==> src/rtl/fetch_sequencer_if.sv <==
// Handshake bundle between fetch_sequencer (slave side) and the datapath / program
// counter environment (master side).
interface fetch_sequencer_if #(
  parameter int D  = 12,
  parameter int LW = 4,
  parameter int CW = 16
);
  logic          start;
  logic [D-1:0]  prog_ctr;
  logic          exec_done;
  logic          take_branch;
  logic [LW-1:0] branch_idx;
  logic          halt_req;
  logic          lut_we;
  logic [LW-1:0] lut_addr;
  logic [D-1:0]  lut_data;
  logic          nextFlag;
  logic          absjump_en;
  logic [D-1:0]  target;
  logic          instr_valid;
  logic          busy;
  logic          done;
  logic          err;
  logic [CW-1:0] icount;

  modport master (
    output start, prog_ctr, exec_done, take_branch, branch_idx, halt_req,
           lut_we, lut_addr, lut_data,
    input  nextFlag, absjump_en, target, instr_valid, busy, done, err, icount
  );

  modport slave (
    input  start, prog_ctr, exec_done, take_branch, branch_idx, halt_req,
           lut_we, lut_addr, lut_data,
    output nextFlag, absjump_en, target, instr_valid, busy, done, err, icount
  );
endinterface

==> src/rtl/fetch_sequencer.sv <==
// Control partner of the program counter: paces instruction retirement around the
// counter's two-stage lag, resolves branches through a writable jump LUT, detects halt.
//
// state | meaning
// IDLE  | waiting for start, all outputs low
// WAIT  | counter updated, prog_ctr not yet caught up
// EXEC  | prog_ctr stable, datapath executing
// STEP  | one-cycle advance pulse to the counter
// HALT  | program finished (done, optionally err) until reset
module fetch_sequencer #(
  parameter int D  = 12,
  parameter int LW = 4,
  parameter int CW = 16
) (
  input logic clk,
  input logic reset,
  fetch_sequencer_if.slave bus
);

  typedef enum logic [2:0] {S_IDLE, S_WAIT, S_EXEC, S_STEP, S_HALT} state_t;

  state_t        state_q, state_d;
  logic [D-1:0]  lut [2**LW];
  logic          jump_q, jump_d;
  logic [D-1:0]  tgt_q, tgt_d;
  logic          err_q, err_d;
  logic [CW-1:0] icount_q, icount_d;

  logic          next_flag_d, absjump_d, instr_valid_d, busy_d, done_d, err_out_d;
  logic [D-1:0]  target_d;
  logic          next_flag_q, absjump_q, instr_valid_q, busy_q, done_q, err_out_q;
  logic [D-1:0]  target_q;

  logic accept;
  assign accept = (state_q == S_EXEC) && bus.exec_done;

  always_ff @(posedge clk) begin
    if (reset) begin
      state_q       <= S_IDLE;
      jump_q        <= 1'b0;
      tgt_q         <= '0;
      err_q         <= 1'b0;
      icount_q      <= '0;
      next_flag_q   <= 1'b0;
      absjump_q     <= 1'b0;
      target_q      <= '0;
      instr_valid_q <= 1'b0;
      busy_q        <= 1'b0;
      done_q        <= 1'b0;
      err_out_q     <= 1'b0;
    end else begin
      state_q       <= state_d;
      jump_q        <= jump_d;
      tgt_q         <= tgt_d;
      err_q         <= err_d;
      icount_q      <= icount_d;
      next_flag_q   <= next_flag_d;
      absjump_q     <= absjump_d;
      target_q      <= target_d;
      instr_valid_q <= instr_valid_d;
      busy_q        <= busy_d;
      done_q        <= done_d;
      err_out_q     <= err_out_d;
    end
  end

  // The branch read in the next-state logic sees the pre-write entry on a same-cycle hit.
  always_ff @(posedge clk) begin
    if (reset) begin
      for (int i = 0; i < 2**LW; i++) lut[i] <= '0;
    end else if (bus.lut_we) begin
      lut[bus.lut_addr] <= bus.lut_data;
    end
  end

  always_comb begin
    state_d  = state_q;
    jump_d   = jump_q;
    tgt_d    = tgt_q;
    err_d    = err_q;
    icount_d = icount_q;
    if (accept && (icount_q != '1)) icount_d = icount_q + 1'b1;
    case (state_q)
      S_IDLE: if (bus.start) state_d = S_WAIT;
      S_WAIT: state_d = S_EXEC;
      S_EXEC: begin
        if (bus.exec_done) begin
          if (bus.halt_req) begin
            state_d = S_HALT;
          end else if (bus.take_branch) begin
            jump_d  = 1'b1;
            tgt_d   = lut[bus.branch_idx];
            state_d = S_STEP;
          end else if (bus.prog_ctr == '1) begin
            err_d   = 1'b1;
            state_d = S_HALT;
          end else begin
            jump_d  = 1'b0;
            tgt_d   = '0;
            state_d = S_STEP;
          end
        end
      end
      S_STEP: state_d = S_WAIT;
      S_HALT: state_d = S_HALT;
      default: state_d = S_IDLE;
    endcase
  end

  // Outputs are decoded from the next state so they land in flops aligned with the state.
  always_comb begin
    next_flag_d   = (state_d == S_STEP);
    absjump_d     = next_flag_d && jump_d;
    target_d      = next_flag_d ? tgt_d : '0;
    instr_valid_d = (state_d == S_EXEC);
    busy_d        = (state_d == S_WAIT) || (state_d == S_EXEC) || (state_d == S_STEP);
    done_d        = (state_d == S_HALT);
    err_out_d     = (state_d == S_HALT) && err_d;
  end

  assign bus.nextFlag    = next_flag_q;
  assign bus.absjump_en  = absjump_q;
  assign bus.target      = target_q;
  assign bus.instr_valid = instr_valid_q;
  assign bus.busy        = busy_q;
  assign bus.done        = done_q;
  assign bus.err         = err_out_q;
  assign bus.icount      = icount_q;

endmodule

==> src/flat_wrapper.sv <==
// flat-port wrapper written by rule: the top's interface ports become plain ports
module fetch_sequencer_flat 
#(
  parameter int D  = 12,
  parameter int LW = 4,
  parameter int CW = 16
)
  (clk, reset, bus_start, bus_prog_ctr, bus_exec_done, bus_take_branch, bus_branch_idx, bus_halt_req, bus_lut_we, bus_lut_addr, bus_lut_data, bus_nextFlag, bus_absjump_en, bus_target, bus_instr_valid, bus_busy, bus_done, bus_err, bus_icount);
  fetch_sequencer_if #(.D(D), .LW(LW), .CW(CW)) bus_i ();
  input logic clk;
  input logic reset;
  input wire logic [$bits(bus_i.start)-1:0] bus_start;
  input wire logic [$bits(bus_i.prog_ctr)-1:0] bus_prog_ctr;
  input wire logic [$bits(bus_i.exec_done)-1:0] bus_exec_done;
  input wire logic [$bits(bus_i.take_branch)-1:0] bus_take_branch;
  input wire logic [$bits(bus_i.branch_idx)-1:0] bus_branch_idx;
  input wire logic [$bits(bus_i.halt_req)-1:0] bus_halt_req;
  input wire logic [$bits(bus_i.lut_we)-1:0] bus_lut_we;
  input wire logic [$bits(bus_i.lut_addr)-1:0] bus_lut_addr;
  input wire logic [$bits(bus_i.lut_data)-1:0] bus_lut_data;
  output wire logic [$bits(bus_i.nextFlag)-1:0] bus_nextFlag;
  output wire logic [$bits(bus_i.absjump_en)-1:0] bus_absjump_en;
  output wire logic [$bits(bus_i.target)-1:0] bus_target;
  output wire logic [$bits(bus_i.instr_valid)-1:0] bus_instr_valid;
  output wire logic [$bits(bus_i.busy)-1:0] bus_busy;
  output wire logic [$bits(bus_i.done)-1:0] bus_done;
  output wire logic [$bits(bus_i.err)-1:0] bus_err;
  output wire logic [$bits(bus_i.icount)-1:0] bus_icount;
  assign bus_i.start = bus_start;
  assign bus_i.prog_ctr = bus_prog_ctr;
  assign bus_i.exec_done = bus_exec_done;
  assign bus_i.take_branch = bus_take_branch;
  assign bus_i.branch_idx = bus_branch_idx;
  assign bus_i.halt_req = bus_halt_req;
  assign bus_i.lut_we = bus_lut_we;
  assign bus_i.lut_addr = bus_lut_addr;
  assign bus_i.lut_data = bus_lut_data;
  assign bus_nextFlag = bus_i.nextFlag;
  assign bus_absjump_en = bus_i.absjump_en;
  assign bus_target = bus_i.target;
  assign bus_instr_valid = bus_i.instr_valid;
  assign bus_busy = bus_i.busy;
  assign bus_done = bus_i.done;
  assign bus_err = bus_i.err;
  assign bus_icount = bus_i.icount;
  fetch_sequencer #(.D(D), .LW(LW), .CW(CW)) u_core (.clk(clk), .reset(reset), .bus(bus_i));
endmodule
==> config.mk <==
export PLATFORM = sky130hd
export DESIGN_NAME = fetch_sequencer_flat
export DESIGN_NICKNAME = d
export VERILOG_FILES = /design/src/rtl/fetch_sequencer_if.sv /design/src/rtl/fetch_sequencer.sv /design/src/flat_wrapper.sv
export SDC_FILE = /design/constraint.sdc
export NUM_CORES = 1
export LEC_CHECK = 0
export BUFFER_PORTS_ARGS = -buffer_cell sky130_fd_sc_hd__clkbuf_2
export CELL_PAD_IN_SITES_DETAIL_PLACEMENT = 2
export CELL_PAD_IN_SITES_GLOBAL_PLACEMENT = 2
export CORE_MARGIN = 2
export CORE_UTILIZATION = 30
export CTS_CLUSTER_DIAMETER = 120
export DETAILED_ROUTE_END_ITERATION = 10
export PLACE_DENSITY = 0.57
export SETUP_SLACK_MARGIN = 0.15
export SYNTH_ARGS = -nofsm -noshare
export SYNTH_HDL_FRONTEND = slang
export SYNTH_SLANG_ARGS = --single-unit
==> constraint.sdc <==
create_clock -name clk -period 3.9 [get_ports clk]
set_input_delay 0.195 -clock clk [delete_from_list [all_inputs] [get_ports clk]]
set_output_delay 0.195 -clock clk [all_outputs]
set_load 0.005 [all_outputs]
; Word-level counts from Yosys, hierarchy flattened
; Memory sizes are Yosys's and may differ from the RTL's.
; Index checks and enable logic that the tools add are counted.
[totals]
reg_bits = 51
ram_bits = 192
inputBits = 39
out_inout_bits = 34
word_cells = 63
n_memories = 1
[mem_list]
columns = name, depth, word_bits, read_ports, rd_clocked_by_memory_dff, wr, line
row1 = u_core.lut, 16, 12, 1, 0, 16, fetch_sequencer.sv:23  ; logic [D-1:0] lut [2**LW];
[classes]
n_addsub = 1
n_eq_ne = 10
muxes = 29
n_bitwise = 1
n_reduce_logical = 9
[op_table]
columns = op, n
row1 = $mux 12, 6
row2 = $add 16x1->16 const B, 1
row3 = $mux 1, 16
row4 = $ne 16x16->1 const B, 1
row5 = $mux 3, 5
row6 = $pmux 3 s5, 1
row7 = $eq 12x12->1 const B, 1
row8 = $eq 3x2->1 const B, 4
row9 = $reduce_or 12->1, 1
row10 = $eq 3x1->1 const B, 2
row11 = $eq 3x3->1 const B, 2
row12 = $logic_and 1x1->1, 4
row13 = $mux 4, 1
row14 = $logic_not 3->1, 1
row15 = $logic_or 1x1->1, 2
row16 = $reduce_or 2->1, 1
row17 = $not 1->1, 1

; Depth between registers and ports, before layout
; Gate-level depths: netlist (run 1).
[logic_depth]
word_depth = 9
mapped_depth = 6
mapped_depth_nobuf = 4

; Least setup slack after synthesis (run 1)
; Ideal clock, no wire load.
[synth_path]
path_type = reg2reg
start = register u_core.state_q[0]
end = register u_core.icount_q[13] (netlist: u_core.bus.icount[13])
setup_time_ns = 0.121
arrival_time_ns = 1.589
required_ns = 3.779
path_slack_ns = 2.190
path_stages_with_launch = 6
path_buffers = 1
period_less_slack_ns = 1.710
path_cell_list = dfxtp_1 > buf_2 > and4bb_2 > nand3_1 > a2111oi_2 > mux2_2
[synth_via]
elab_chain_cells = 3
[synth_lines]
columns = element, line
row1 = from (decl), fetch_sequencer.sv:22  ; state_t state_q, state_d;
row2 = from (signal assigned), fetch_sequencer.sv:52  ; state_q <= state_d;
row3 = $eq 3x2->1, fetch_sequencer.sv:35  ; assign accept = (state_q == S_EXEC) && bus.exec_done;
row4 = $logic_and 1x1->1, fetch_sequencer.sv:35
row5 = $logic_and 1x1->1, fetch_sequencer.sv:82  ; if (accept && (icount_q != '1)) icount_d = icount_q + 1'b1;
row6 = to (signal assigned), fetch_sequencer.sv:56  ; icount_q <= icount_d;
row7 = to (decl), fetch_sequencer.sv:27  ; logic [CW-1:0] icount_q, icount_d;
; No other way between the ends.
; A chain may end at the register's enable or synchronous reset.

; Worst setup path in the final report (run 1)
[layout_path]
start = register u_core.state_q[1]
end = register u_core.target_q[3] (netlist: u_core.bus.target[3])
[layout_via]
elab_chain_cells = 5
word_cells_on_any_way = 12
classes_between = 5 x eq/ne / 4 x mux / 1 x bitwise / 2 x reduce/logical
[layout_lines]
columns = element, line
row1 = $eq 3x3->1 (tied with other cells), fetch_sequencer.sv:83  ; case (state_q)
row2 = $pmux 3 s5, fetch_sequencer.sv:83
row3 = $eq 3x2->1, fetch_sequencer.sv:112  ; next_flag_d = (state_d == S_STEP);
row4 = $not 1->1 (no line), --
row5 = $reduce_or 2->1 (no line), --
row6 = to (signal assigned), fetch_sequencer.sv:59  ; target_q <= target_d;
row7 = to (decl), fetch_sequencer.sv:32  ; logic [D-1:0] target_q;
; Parallel ways exist; a longest one is shown, timed or not.

==> reports/metrics.csv, run 1 <==
metric,value,unit
status,finished clean,
worstSkewPairLatency,0.54,ns
startpoint_type,flip-flop,
final_cell_mix,"194 x and2_1, 192 x edfxtp_1, 71 x clkbuf_2, 47 x mux4_2, 38 x dfxtp_1",
fillers,3536,
setup_ws,1.71,ns
drt-pass1-iter-count,4,
seqCellArea,6530,sq um
cts_setup_buffers,0,
dieWidth,191,um
crit_required,4.34,ns
first_global_vias,7072,
fin_skew,0.00990,ns
ys.flop_type,edfxtp_1,
netlist_area,10500,sq um
grt-ovfl-total,0,
cts_buffers,27,
drv_cap,0,
wl_per_cell,26.2,um
synth_nets,764,
first_iter_violations,473,
wl,33200,um
dp_hpwl,20500,um
synthMuxAreaShare,0.143,
final_common_cell,and2_1,
worstSetupPathType,flip-flop to flip-flop,
worst_pin_slew,1.12,ns
cts_htree_levels,1,
synth-edff-count,192,
final_antenna_net_count,0,
io_buffer_count,72,
dieArea,36600,sq um
start_util,0.305,
synth.avg_cell_area,14.5,sq um
period_minus_slack,2.19,ns
die_y,191,um
pre_cts_ws,1.18,ns
synth_compound_area_frac,0.0229,
area.growth.synth_to_final,15.5,%
nets,832,
clockBufferDepth,3,
synthXorXnorAreaFrac,0.000831,
grt_pass1_wl,48800,um
leakagePower,4.39,nW
r2r_setup_slack,1.71,ns
cts.root.buffer_cell,clkbuf_16,
finalHoldViolCount,0,
irDropWorstVdd,0.000284,V
seq_area_frac_synth,0.620,
vias_per_cell,5.01,
yosys.area_share.simple,0.185,
drive_above_1_share,0.267,
holdCritPathClass,primary input to flip-flop,
globalplace.congestion,0.751,
fmax,0.456,GHz
path_max_fanout,11,
tritoncts,built,
slew_headroom,0.256,
synth_seq_cells,230,
cp-end-kind,flip-flop,
ys_warn_count,0,
antenna_found_initial,3,
multi_input_area,3710,sq um
grt_max_degree,31,
drc,0,
pin_count,73,
finalCritPeriodShare,0.562,
clk_pin_slew,0.06,ns
synth.distinct_cells,54,
synthAdderAreaFrac,0.00119,
critical_path_arrival,2.63,ns
setup_viol,0,
grt_usage,0.186,
rsz0062_at_grt,false,
core,34500,sq um
p_per_area,460,nW/um^2
via_count,6360,
num_rows,68,
slew_viol_final,0,
synth_top_family_by_area,simple AND/OR/NAND/NOR gates,
tns,0,ns
cts_sinks,230,
syn_inst,724,
synthArstFlopShare,0,
-- metrics by stage --
stage / hold slack [ns] / util / cell area [sq um] / total power, mW / cells
final: 0.0278 / 0.352 / 12200 / 5.60 / 1270
after global routing: 0.0332 / 0.352 / 12200 / 5.80 / 1268
after CTS: 0.0110 / 0.352 / 12200 / 5.67 / 1268
after detailed placement: 0.482 / 0.328 / 11300 / 3.27 / 1217
after global placement: 0.451 / 0.328 / 11300 / 3.25 / 1217
after floorplan: 0.378 / - / 10500 / 3.10 / 724
-- Yosys cell counts, drive strengths merged (5+ instances only) --
master,n,share of area
or2,16,0.0095
mux2,12,0.013
buf,17,0.013
and2,194,0.12
mux2i,15,0.014
nand2,10,0.0036
mux4,53,0.12
inv,6,0.0021
clkbuf,36,0.013
nor2,32,0.011
nor3,6,0.0033
a21oi,12,0.0057
edfxtp,192,0.55
nor2b,16,0.010
nor4,5,0.0030
nand4,7,0.0042
dfxtp,38,0.072
o22ai,6,0.0036
nand2b,6,0.0036
nand3,9,0.0055
-- area by class of cell --
class,count,share of cell area
multi-input combinational,435,0.305
sequential,230,0.536
tap,455,0.0468
timing repair buffer,92,0.0422
antenna,2,0.000411
clock inverter,20,0.0102
clock buffer,30,0.0573
inverter,6,0.00185
-- layer usage --
| layer | up-vias | wire, um | GRT usage |
|---|---|---|---|
| met5 | - | 0 | 0 |
| met4 | 0 | 971 | 0.0580 |
| met3 | 52 | 1310 | 0.0250 |
| met2 | 141 | 15600 | 0.300 |
| met1 | 3360 | 15400 | 0.261 |
| li1 | 2807 | - | - |
-- worst max-delay path, cell delays in order (launching register included) --
cell and delay (ns):
dfxtp_1 0.51, and4bb_2 0.49, nand3_1 0.59, o32ai_1 0.49
-- where the power goes --
| group | internal [mW] | switching (mW) |
|---|---|---|
| sequential | 2.78 | 0.0440 |
| combinational | 0.159 | 0.225 |
| clock | 1.35 | 1.04 |
-- registers in the layout, summed over array words and instances (netlist names) --
name / cells
u_core.bus.absjump_en: 1
u_core.bus.busy: 1
u_core.bus.done: 1
u_core.bus.err: 1
u_core.bus.icount: 16
u_core.bus.instr_valid: 1
u_core.bus.nextFlag: 1
u_core.bus.target: 12
u_core.err_q: 1
u_core.lut: 192
u_core.state_q: 3
-- final timing paths --
path	from	endpoint	cells after the start
min	bus_exec_done	u_core.state_q[1]	3
max	u_core.state_q[1]	u_core.bus.target[3]	3
min reg2reg	u_core.err_q	u_core.err_q	2
max reg2reg	u_core.state_q[1]	u_core.bus.target[3]	3
-- what timing repair did --
item | CTS | global route
endpoints found under the hold margin | 1 | 0
hold buffers | 1 | 0
gates resized for setup | 0 | 0
-- cell families (layout without fill, tap and decap cells) --
group	after synthesis	after routing
compound gates	34	34
xor+xnor	1	1
fa+ha+maj	1	1
buf+inv	59	148
flops	230	230
mux	80	80
other cells	0	2
simple gates	319	319
No activity file was read; power rests on OpenSTA's default activity.
==> inputs of run 2 (changes only) <==
- PLACE_DENSITY: 0.57 -> 0.59
- clock period: 3.9 -> 1.9 ns (I/O delays scaled with it)
==> reports/metrics.csv, run 2 (same netlist as run 1, synthesis figures left out) <==
metric,value,unit
die_y,191,um
final_antenna_net_count,0,
period_minus_slack,1.67,ns
vias_per_cell,4.89,
finalHoldViolCount,0,
drive_above_1_share,0.310,
dp_hpwl,20500,um
first_global_vias,7075,
slew_headroom,0.537,
fmax,0.599,GHz
grt-ovfl-total,0,
drt-pass1-iter-count,6,
cp-end-kind,flip-flop,
drv_cap,0,
io_buffer_count,72,
fin_skew,0.0148,ns
cpPeakStageDelay,0.38,ns
path_max_fanout,7,
final_cell_mix,"194 x and2_1, 192 x edfxtp_1, 71 x clkbuf_2, 47 x mux4_2, 40 x buf_4",
largest_register,u_core.lut,
setup_viol,0,
start_util,0.305,
dieWidth,191,um
worstSkewPairLatency,0.56,ns
cts_buffers,27,
rsz0062_at_grt,true,
area.growth.synth_to_final,20.2,%
wl_per_cell,23.8,um
grt_usage,0.173,
core,34500,sq um
startpoint_type,flip-flop,
via_count,6359,
slew_viol_final,0,
dieArea,36600,sq um
antenna_cells,0,
leakagePower,4.64,nW
first_iter_violations,267,
status,finished clean,
drc,0,
total_power,12.1,mW
tritoncts,built,
cp_slowest_cell,dfxtp_2,
num_rows,68,
path_buf_inv,2,
clk_pin_slew,0.06,ns
nets,864,
globalplace.congestion,0.775,
cts_htree_levels,1,
largest_register_ffs,192,
crit_top_cell,buf_4,
grt_max_degree,46,
holdCritPathClass,primary input to flip-flop,
placed_cells,1243,
cts.root.buffer_cell,clkbuf_16,
crit_family,buffers and inverters,
clockBufferDepth,3,
wl,31000,um
crit_required,2.34,ns
cts_sinks,230,
antenna_found_initial,2,
pin_count,73,
finalCritPeriodShare,0.878,
p_per_area,954,nW/um^2
irDropWorstVdd,0.000631,V
utilization,0.366,
worstSetupPathType,flip-flop to flip-flop,
final_common_cell,and2_1,
grt_pass1_wl,46100,um
critical_path_arrival,2.11,ns
path_cells,nand4_1 -> buf_4 -> nor3_4 -> buf_4 -> a21oi_1 -> mux2_2,
worst_pin_slew,0.695,ns
fin_cells,1300,
run 2: cell count changes in the layout (fill, tap and decap cells not counted), sizes merged:
| cell | before | now |
|---|---|---|
| buf | 20 | 47 |
| diode | 2 | 0 |
| bufinv | 1 | 3 |
| clkinv | 17 | 9 |
| clkbuf | 101 | 107 |
| dlygate4sd3 | 1 | 6 |
run 2: tightest hold or removal path, cell delays in order:
cell and delay (ns):
clkbuf_2 0.14, buf_12 0.19, nor2_1 0.11
run 2: per-layer routing:
metal | up-vias | GRT usage | wire (um) | part of all wire
met5 | - | 0 | 12 | 0.00039
met4 | 2 | 0.0402 | 518 | 0.017
met3 | 36 | 0.0209 | 1270 | 0.041
met2 | 106 | 0.310 | 15900 | 0.51
met1 | 3353 | 0.221 | 13300 | 0.43
li1 | 2862 | - | - | -
run 2: final cells by class:
type | count | area (sq um)
Clock buffer | 36 | 759
Sequential cell | 230 | 6530
Fill cell | 3495 | 21900
Clock inverter | 14 | 163
Multi-Input combinational cell | 435 | 3770
Inverter | 6 | 22.5
Tap cell | 455 | 569
Timing Repair Buffer | 124 | 841
run 2: report_power, final:
part	total (mW)	switching (mW)	internal, mW
logic	0.868	0.479	0.389
registers	5.80	0.0886	5.71
clock network	5.41	2.18	3.22
run 2: path summary, 6_finish.rpt:
kind / slack [ns] / end / cells after the start / start
hold / removal: 0.04 / u_core.err_q / 3 / reset
hold reg to reg: 0.49 / u_core.err_q / 2 / u_core.err_q
setup / recovery: 0.23 / u_core.bus.icount[5] / 6 / u_core.bus.icount[5]
setup reg to reg: 0.23 / u_core.bus.icount[5] / 6 / u_core.bus.icount[5]
run 2: stage by stage:
stage	instance area (sq um)	setup slack, ns	setup TNS (ns)	hold WS (ns)
2_1_floorplan	10500	0.190	0	0.278
3_3_place_gp	11600	-0.0141	-0.0141	0.448
3_5_place_dp	11600	0.00649	0	0.445
4_1_cts	12600	0.138	0	0.0222
5_1_grt	12700	0.122	0	0.0549
6_report	12700	0.232	0	0.0437
run 2: timing repair:
action / 4_1_cts / 5_1_grt
hold buffers: 6 / 0
pin swaps: 3 / 2
hold endpoints to repair: 6 / 0
endpoints found under the setup margin: 4 / 11
setup buffers: 1 / 0
resized for setup: 5 / 14
